===== src/rtl/fpu_pkg.sv =====
// Field widths, the binary32 layout and constants shared by the FPU units.
package fpu_pkg;

  localparam int EXP_W  = 8;
  localparam int MANT_W = 23;
  localparam int BIAS   = 127;

  typedef struct packed {
    logic              sign;
    logic [EXP_W-1:0]  exp;
    logic [MANT_W-1:0] mant;
  } fp32_t;

  localparam logic [31:0] FP_POS_ZERO = 32'h0000_0000;

endpackage


===== src/rtl/itof_pipe_if.sv =====
// Operand/result bundle of the int-to-float pipe, including the global stall (en).
interface itof_pipe_if;
  logic        en;
  logic        in_valid;
  logic [31:0] x;
  logic        out_valid;
  logic [31:0] z;

  modport master (output en, in_valid, x, input out_valid, z);
  modport slave  (input en, in_valid, x, output out_valid, z);
endinterface


===== src/rtl/lzc32.sv =====
// Combinational 32-bit leading-zero counter; returns 32 for an all-zero input.
module lzc32 (
  input  logic [31:0] a_i,
  output logic [5:0]  cnt_o
);

  // Each node holds an all-zero flag and the zero count within its span;
  // the upper (more significant) child wins unless it is all zero.
  logic [15:0] z0, c0;
  logic [7:0]  z1;
  logic [1:0]  c1 [8];
  logic [3:0]  z2;
  logic [2:0]  c2 [4];
  logic [1:0]  z3;
  logic [3:0]  c3 [2];
  logic        z4;
  logic [4:0]  c4;

  generate
    for (genvar gi = 0; gi < 16; gi++) begin : g_l0
      assign z0[gi] = ~|a_i[2*gi +: 2];
      assign c0[gi] = ~a_i[2*gi+1];
    end
    for (genvar gi = 0; gi < 8; gi++) begin : g_l1
      assign z1[gi] = z0[2*gi+1] & z0[2*gi];
      assign c1[gi] = z0[2*gi+1] ? {1'b1, c0[2*gi]} : {1'b0, c0[2*gi+1]};
    end
    for (genvar gi = 0; gi < 4; gi++) begin : g_l2
      assign z2[gi] = z1[2*gi+1] & z1[2*gi];
      assign c2[gi] = z1[2*gi+1] ? {1'b1, c1[2*gi]} : {1'b0, c1[2*gi+1]};
    end
    for (genvar gi = 0; gi < 2; gi++) begin : g_l3
      assign z3[gi] = z2[2*gi+1] & z2[2*gi];
      assign c3[gi] = z2[2*gi+1] ? {1'b1, c2[2*gi]} : {1'b0, c2[2*gi+1]};
    end
  endgenerate

  assign z4    = z3[1] & z3[0];
  assign c4    = z3[1] ? {1'b1, c3[0]} : {1'b0, c3[1]};
  assign cnt_o = z4 ? 6'd32 : {1'b0, c4};

endmodule


===== src/rtl/itof_pipe.sv =====
// Two-stage 32-bit integer to binary32 converter: normalise in stage 1,
// round-to-nearest-even and pack in stage 2. en=0 freezes every register.
module itof_pipe
  import fpu_pkg::*;
#(
  parameter bit SIGNED = 1'b1
) (
  input logic        clk,
  input logic        rst,
  itof_pipe_if.slave bus
);

  // ---------------- stage 1: magnitude and normalisation ----------------
  logic        sign_d, zero_d;
  logic [31:0] mag_d, norm_d;
  logic [5:0]  lz_d;

  assign sign_d = SIGNED & bus.x[31];
  assign mag_d  = sign_d ? (~bus.x + 32'd1) : bus.x;

  lzc32 u_lzc (
    .a_i   (mag_d),
    .cnt_o (lz_d)
  );

  // After normalisation the MSB is set for every nonzero magnitude.
  assign norm_d = mag_d << lz_d;
  assign zero_d = ~norm_d[31];

  logic        s1_valid_q, s1_sign_q, s1_zero_q;
  logic [5:0]  s1_lz_q;
  logic [30:0] s1_norm_q;

  always_ff @(posedge clk) begin
    if (rst) begin
      s1_valid_q <= 1'b0;
      s1_sign_q  <= 1'b0;
      s1_zero_q  <= 1'b0;
      s1_lz_q    <= '0;
      s1_norm_q  <= '0;
    end else if (bus.en) begin
      s1_valid_q <= bus.in_valid;
      if (bus.in_valid) begin
        s1_sign_q <= sign_d;
        s1_zero_q <= zero_d;
        s1_lz_q   <= lz_d;
        s1_norm_q <= norm_d[30:0];
      end
    end
  end

  // ---------------- stage 2: rounding and packing ----------------
  logic [EXP_W-1:0] exp_d;
  logic             guard_d, sticky_d, inc_d;
  logic [30:0]      sum_d;
  fp32_t            z_d;

  assign exp_d    = EXP_W'(BIAS + 31) - {2'b00, s1_lz_q};
  assign guard_d  = s1_norm_q[7];
  assign sticky_d = |s1_norm_q[6:0];
  assign inc_d    = guard_d & (sticky_d | s1_norm_q[8]);
  // A carry out of the mantissa ripples into the exponent field.
  assign sum_d    = {exp_d, s1_norm_q[30:8]} + 31'(inc_d);

  always_comb begin
    z_d = fp32_t'(FP_POS_ZERO);
    if (!s1_zero_q) begin
      z_d.sign = s1_sign_q;
      z_d.exp  = sum_d[30:23];
      z_d.mant = sum_d[22:0];
    end
  end

  logic        out_valid_q;
  logic [31:0] z_q;

  always_ff @(posedge clk) begin
    if (rst) begin
      out_valid_q <= 1'b0;
      z_q         <= FP_POS_ZERO;
    end else if (bus.en) begin
      out_valid_q <= s1_valid_q;
      if (s1_valid_q) z_q <= z_d;
    end
  end

  assign bus.out_valid = out_valid_q;
  assign bus.z         = z_q;

endmodule


===== src/flat_wrapper.sv =====
// flat-port wrapper written by rule: the top's interface ports become plain ports
module itof_pipe_flat import fpu_pkg::*;
#(
  parameter bit SIGNED = 1'b1
)
  (clk, rst, bus_en, bus_in_valid, bus_x, bus_out_valid, bus_z);
  itof_pipe_if bus_i ();
  input logic clk;
  input logic rst;
  input wire logic [$bits(bus_i.en)-1:0] bus_en;
  input wire logic [$bits(bus_i.in_valid)-1:0] bus_in_valid;
  input wire logic [$bits(bus_i.x)-1:0] bus_x;
  output wire logic [$bits(bus_i.out_valid)-1:0] bus_out_valid;
  output wire logic [$bits(bus_i.z)-1:0] bus_z;
  assign bus_i.en = bus_en;
  assign bus_i.in_valid = bus_in_valid;
  assign bus_i.x = bus_x;
  assign bus_out_valid = bus_i.out_valid;
  assign bus_z = bus_i.z;
  itof_pipe #(.SIGNED(SIGNED)) u_core (.clk(clk), .rst(rst), .bus(bus_i));
endmodule

===== config.mk =====
export PLATFORM = sky130hd
export DESIGN_NAME = itof_pipe_flat
export DESIGN_NICKNAME = d
export VERILOG_FILES = /design/src/rtl/fpu_pkg.sv /design/src/rtl/itof_pipe_if.sv /design/src/rtl/lzc32.sv /design/src/rtl/itof_pipe.sv /design/src/flat_wrapper.sv
export SDC_FILE = /design/constraint.sdc
export NUM_CORES = 1
export LEC_CHECK = 0
export ABC_AREA = 0
export BUFFER_PORTS_ARGS = -buffer_cell sky130_fd_sc_hd__buf_2
export CAP_MARGIN = 15
export CORE_MARGIN = 3
export CORE_UTILIZATION = 45
export CTS_CLUSTER_DIAMETER = 200
export DETAILED_ROUTE_END_ITERATION = 7
export GPL_TIMING_DRIVEN = 0
export PLACE_DENSITY = 0.75
export SYNTH_ARGS = -nofsm -noshare
export SYNTH_HDL_FRONTEND = slang
export SYNTH_SLANG_ARGS = --single-unit

===== constraint.sdc =====
create_clock -name clk -period 5.35 [get_ports clk]
set_input_delay 0.2675 -clock clk [delete_from_list [all_inputs] [get_ports clk]]
set_output_delay 0.2675 -clock clk [all_outputs]
set_load 0.01 [all_outputs]

==> flow_metrics.py <==
metrics = {
    "power": {
        "power_mw": 1.76,
        "power_density_nw_per_um2": 244,
        "peakVddDrop_uv": 142,
        "p_leak_nw": 2.79,
    },
    "logic_synthesis": {
        "async_flop_share_pct": 0,
        "ys_warn_count": 0,
        "synth_ff_type": "dfxtp_1",
        "synth.area.top_cells": "dfxtp_1 (23%), a22oi_1 (6.6%), mux2i_1 (6.5%)",
        "yosysMostFrequentCell": "nand2_1",
        "synthesis.nets": 877,
        "synth_top_area_share_pct": 23.0,
        "ys_seq_area_share_pct": 23.0,
        "synth_edf_count": 0,
        "synth_common_cells": "nand2_1 (86), nor2_1 (84), dfxtp_1 (73)",
        "synth_top_area_cell": "dfxtp_1",
        "synthDistinctLibCells": 83,
        "syn_area_um2": 6340,
        "syn_area_per_cell_um2": 7.58,
        "synth_cells": 837,
        "ys_ff_latch": 73,
    },
    "route": {
        "vias": 6773,
        "drc": 0,
        "first_pass_iters": 5,
        "drtAntennaViolNets": 0,
        "wl_um": 19100,
        "routedWlPerCell_um": 17.5,
        "routed_via_density": 6.21,
        "first_iter_violations": 651,
    },
    "sta": {
        "finalClockSkew_ns": 0.00670,
        "hold_slack_ns": 0.270,
        "worst_pin_slew_ns": 0.684,
        "final_hold_viol_count": 0,
        "fin_crit_sh_pct": 94.5,
        "setup_tns_ns": 0,
        "rsz0062_at_grt": "no",
        "drv_slew": 0,
        "max_freq_ghz": 0.198,
        "period_minus_slack_ns": 5.06,
        "finalSetupViolations": 0,
        "maxSlewHeadroom_pct": 53.1,
    },
    "clock_tree": {
        "ctsHtreeMaxLevel": 3,
        "insertion_delay_ns": 0.33,
        "tritoncts": "built",
        "cts.clk_slew.worst_paths_ns": 0.06,
        "root_buffer": "clkbuf_16",
        "clock_path_buffers": 2,
        "cts_buffers": 9,
        "cts_setup_buffers": 0,
        "cts.sink_count": 73,
    },
    "layout": {
        "fin_cells": 1091,
        "area_delta_synth_final_pct": 13.9,
        "finalNetCount": 950,
        "diodes": 0,
        "utilization_pct": 53.5,
        "drive_above_1_share_pct": 15.7,
    },
    "flow_run": {
        "max_cap_violations": 0,
    },
    "run_status": {
        "status": "finished, final reports clean",
    },
    "placement": {
        "portBuffers": 62,
        "place_hpwl_um": 14800,
        "numPlacedInstances": 1075,
        "gp_congestion": 0.976,
    },
    "critical_path": {
        "criticalPathCategory": "input pin to register",
        "crit_path_max_incr_delay_ns": 0.45,
        "critPathLaunchType": "input pin",
        "path_max_fanout": 10,
        "cp_slowest_cell": "or3b_2",
        "cp.required_ns": 5.60,
        "crit_buf_inv": 6,
        "path_delay_family": "simple AND/OR/NAND/NOR gates",
        "critical_path_arrival_ns": 5.30,
        "path_cells": "buf_6 > inv_1 > ha_1 > or3b_2 > clkbuf_1 > or4_1 > clkbuf_1 > or2_1 > nor4b_2 > o31a_2 > and2_1 > buf_6 > a31oi_4 > nand2_4 > buf_6 > a21oi_1 > mux2i_1 > mux2i_1 > o221ai_1 > a22oi_1",
        "cp_common_cell": "buf_6",
        "crit_path_end_kind": "register",
    },
    "min_path": {
        "hold_path.class": "input pin to register",
    },
    "die": {
        "core_area_um2": 13500,
        "die_y_um": 125,
        "rows": 42,
        "io_pins": 69,
        "initial_utilization_pct": 47.0,
        "die_x_um": 125,
        "dieArea_um2": 15600,
    },
    "global_routing": {
        "gr-total-overflow": 0,
        "grt_first_pass_wirelength_um": 30800,
        "grt_max_degree": 15,
        "antenna_found_initial": 0,
        "grt_pass1_vias": 6109,
        "grt_use_total_pct": 23.4,
    },
}
[path summary, 6_finish.rpt]
kind	slack, ns	startpoint	cells past startpoint	end
worst max-delay path	0.29	bus_x[0]	20	u_core.s1_norm_q[30]
worst min-delay path	0.27	bus_en	3	u_core.bus.out_valid
worst max register to register	2.55	u_core.s1_norm_q[7]	12	u_core.bus.z[30]
worst min register to register	0.45	u_core.s1_norm_q[1]	2	u_core.s1_norm_q[1]
[placed cells by master, fill, tap and decap left out, drive strengths merged, types with 9 or more instances in the layout]
cell type	netlist	routed
nand2	88	88
nor2	88	88
buf	23	85
dfxtp	73	73
a21oi	66	66
a22oi	56	56
clkbuf	42	51
mux2i	41	41
xor2	39	39
o21ai	38	38
xnor2	28	28
nor3	27	27
nand3	20	20
and3	17	17
a211oi	16	16
o41ai	15	15
o31ai	14	14
inv	9	11
or2	11	11
or3	10	10
or4	9	9
[registers in the layout, indices dropped and copies added (netlist names)]
register,cells
u_core.bus.z,32
u_core.s1_norm_q,31
u_core.s1_lz_q,6
u_core.bus.out_valid,1
u_core.s1_sign_q,1
u_core.s1_valid_q,1
u_core.s1_zero_q,1
[final cells by class]
type	instances	area (um2)
Clock inverter	7	101
Sequential cell	73	1460
Inverter	9	33.8
Multi-Input combinational cell	690	4540
Timing Repair Buffer	62	310
Clock buffer	9	225
Fill cell	1310	6280
Buffer	65	334
Tap cell	176	220
[where the power goes]
| part | internal [mW] | switching (mW) | total [mW] | leakage (nW) |
|---|---|---|---|---|
| combinational | 0.182 | 0.330 | 0.512 | 2.04 |
| sequential | 0.568 | 0.0243 | 0.592 | 0.593 |
| clock | 0.412 | 0.248 | 0.660 | 0.153 |
| total | 1.16 | 0.602 | 1.76 | 2.79 |
[routing by layer]
| layer | track usage (%) | wire [um] | up-vias |
|---|---|---|---|
| met4 | 7.93 | 578 | 0 |
| met2 | 37.3 | 8620 | 326 |
| met5 | 0 | 0 | - |
| met3 | 4.20 | 1570 | 56 |
| met1 | 31.9 | 8350 | 3130 |
| li1 | - | - | 3261 |
[worst min-delay path, delay by kind of cell]
kind / cells / cell delay, ns
buf+inv: 1 / 0.13
simple gates: 1 / 0.11
compound gates: 1 / 0.05
[logic make-up after synthesis]
family / share of synthesized area, %
AND/OR/NAND/NOR: 24.7
multiplexers: 7.36
flip-flops: 23.0
XOR/XNOR: 9.25
AO/OA/AOI/OAI: 28.9
buffers and inverters: 5.80
adder cells (fa/ha/maj): 0.947
[metrics by stage]
stage	worst slack [ns]	area, um2
floorplan	0.719	6340
global placement	-0.154	6880
global route	0.00548	7230
detailed placement	-0.141	6880
finish	0.293	7230
CTS	0.172	7200
[what timing repair did]
item	CTS	global route
endpoints found under the setup margin	0	22
hold buffers	0	0
gates resized for setup	0	5
Power figures use the tool's default switching activity.
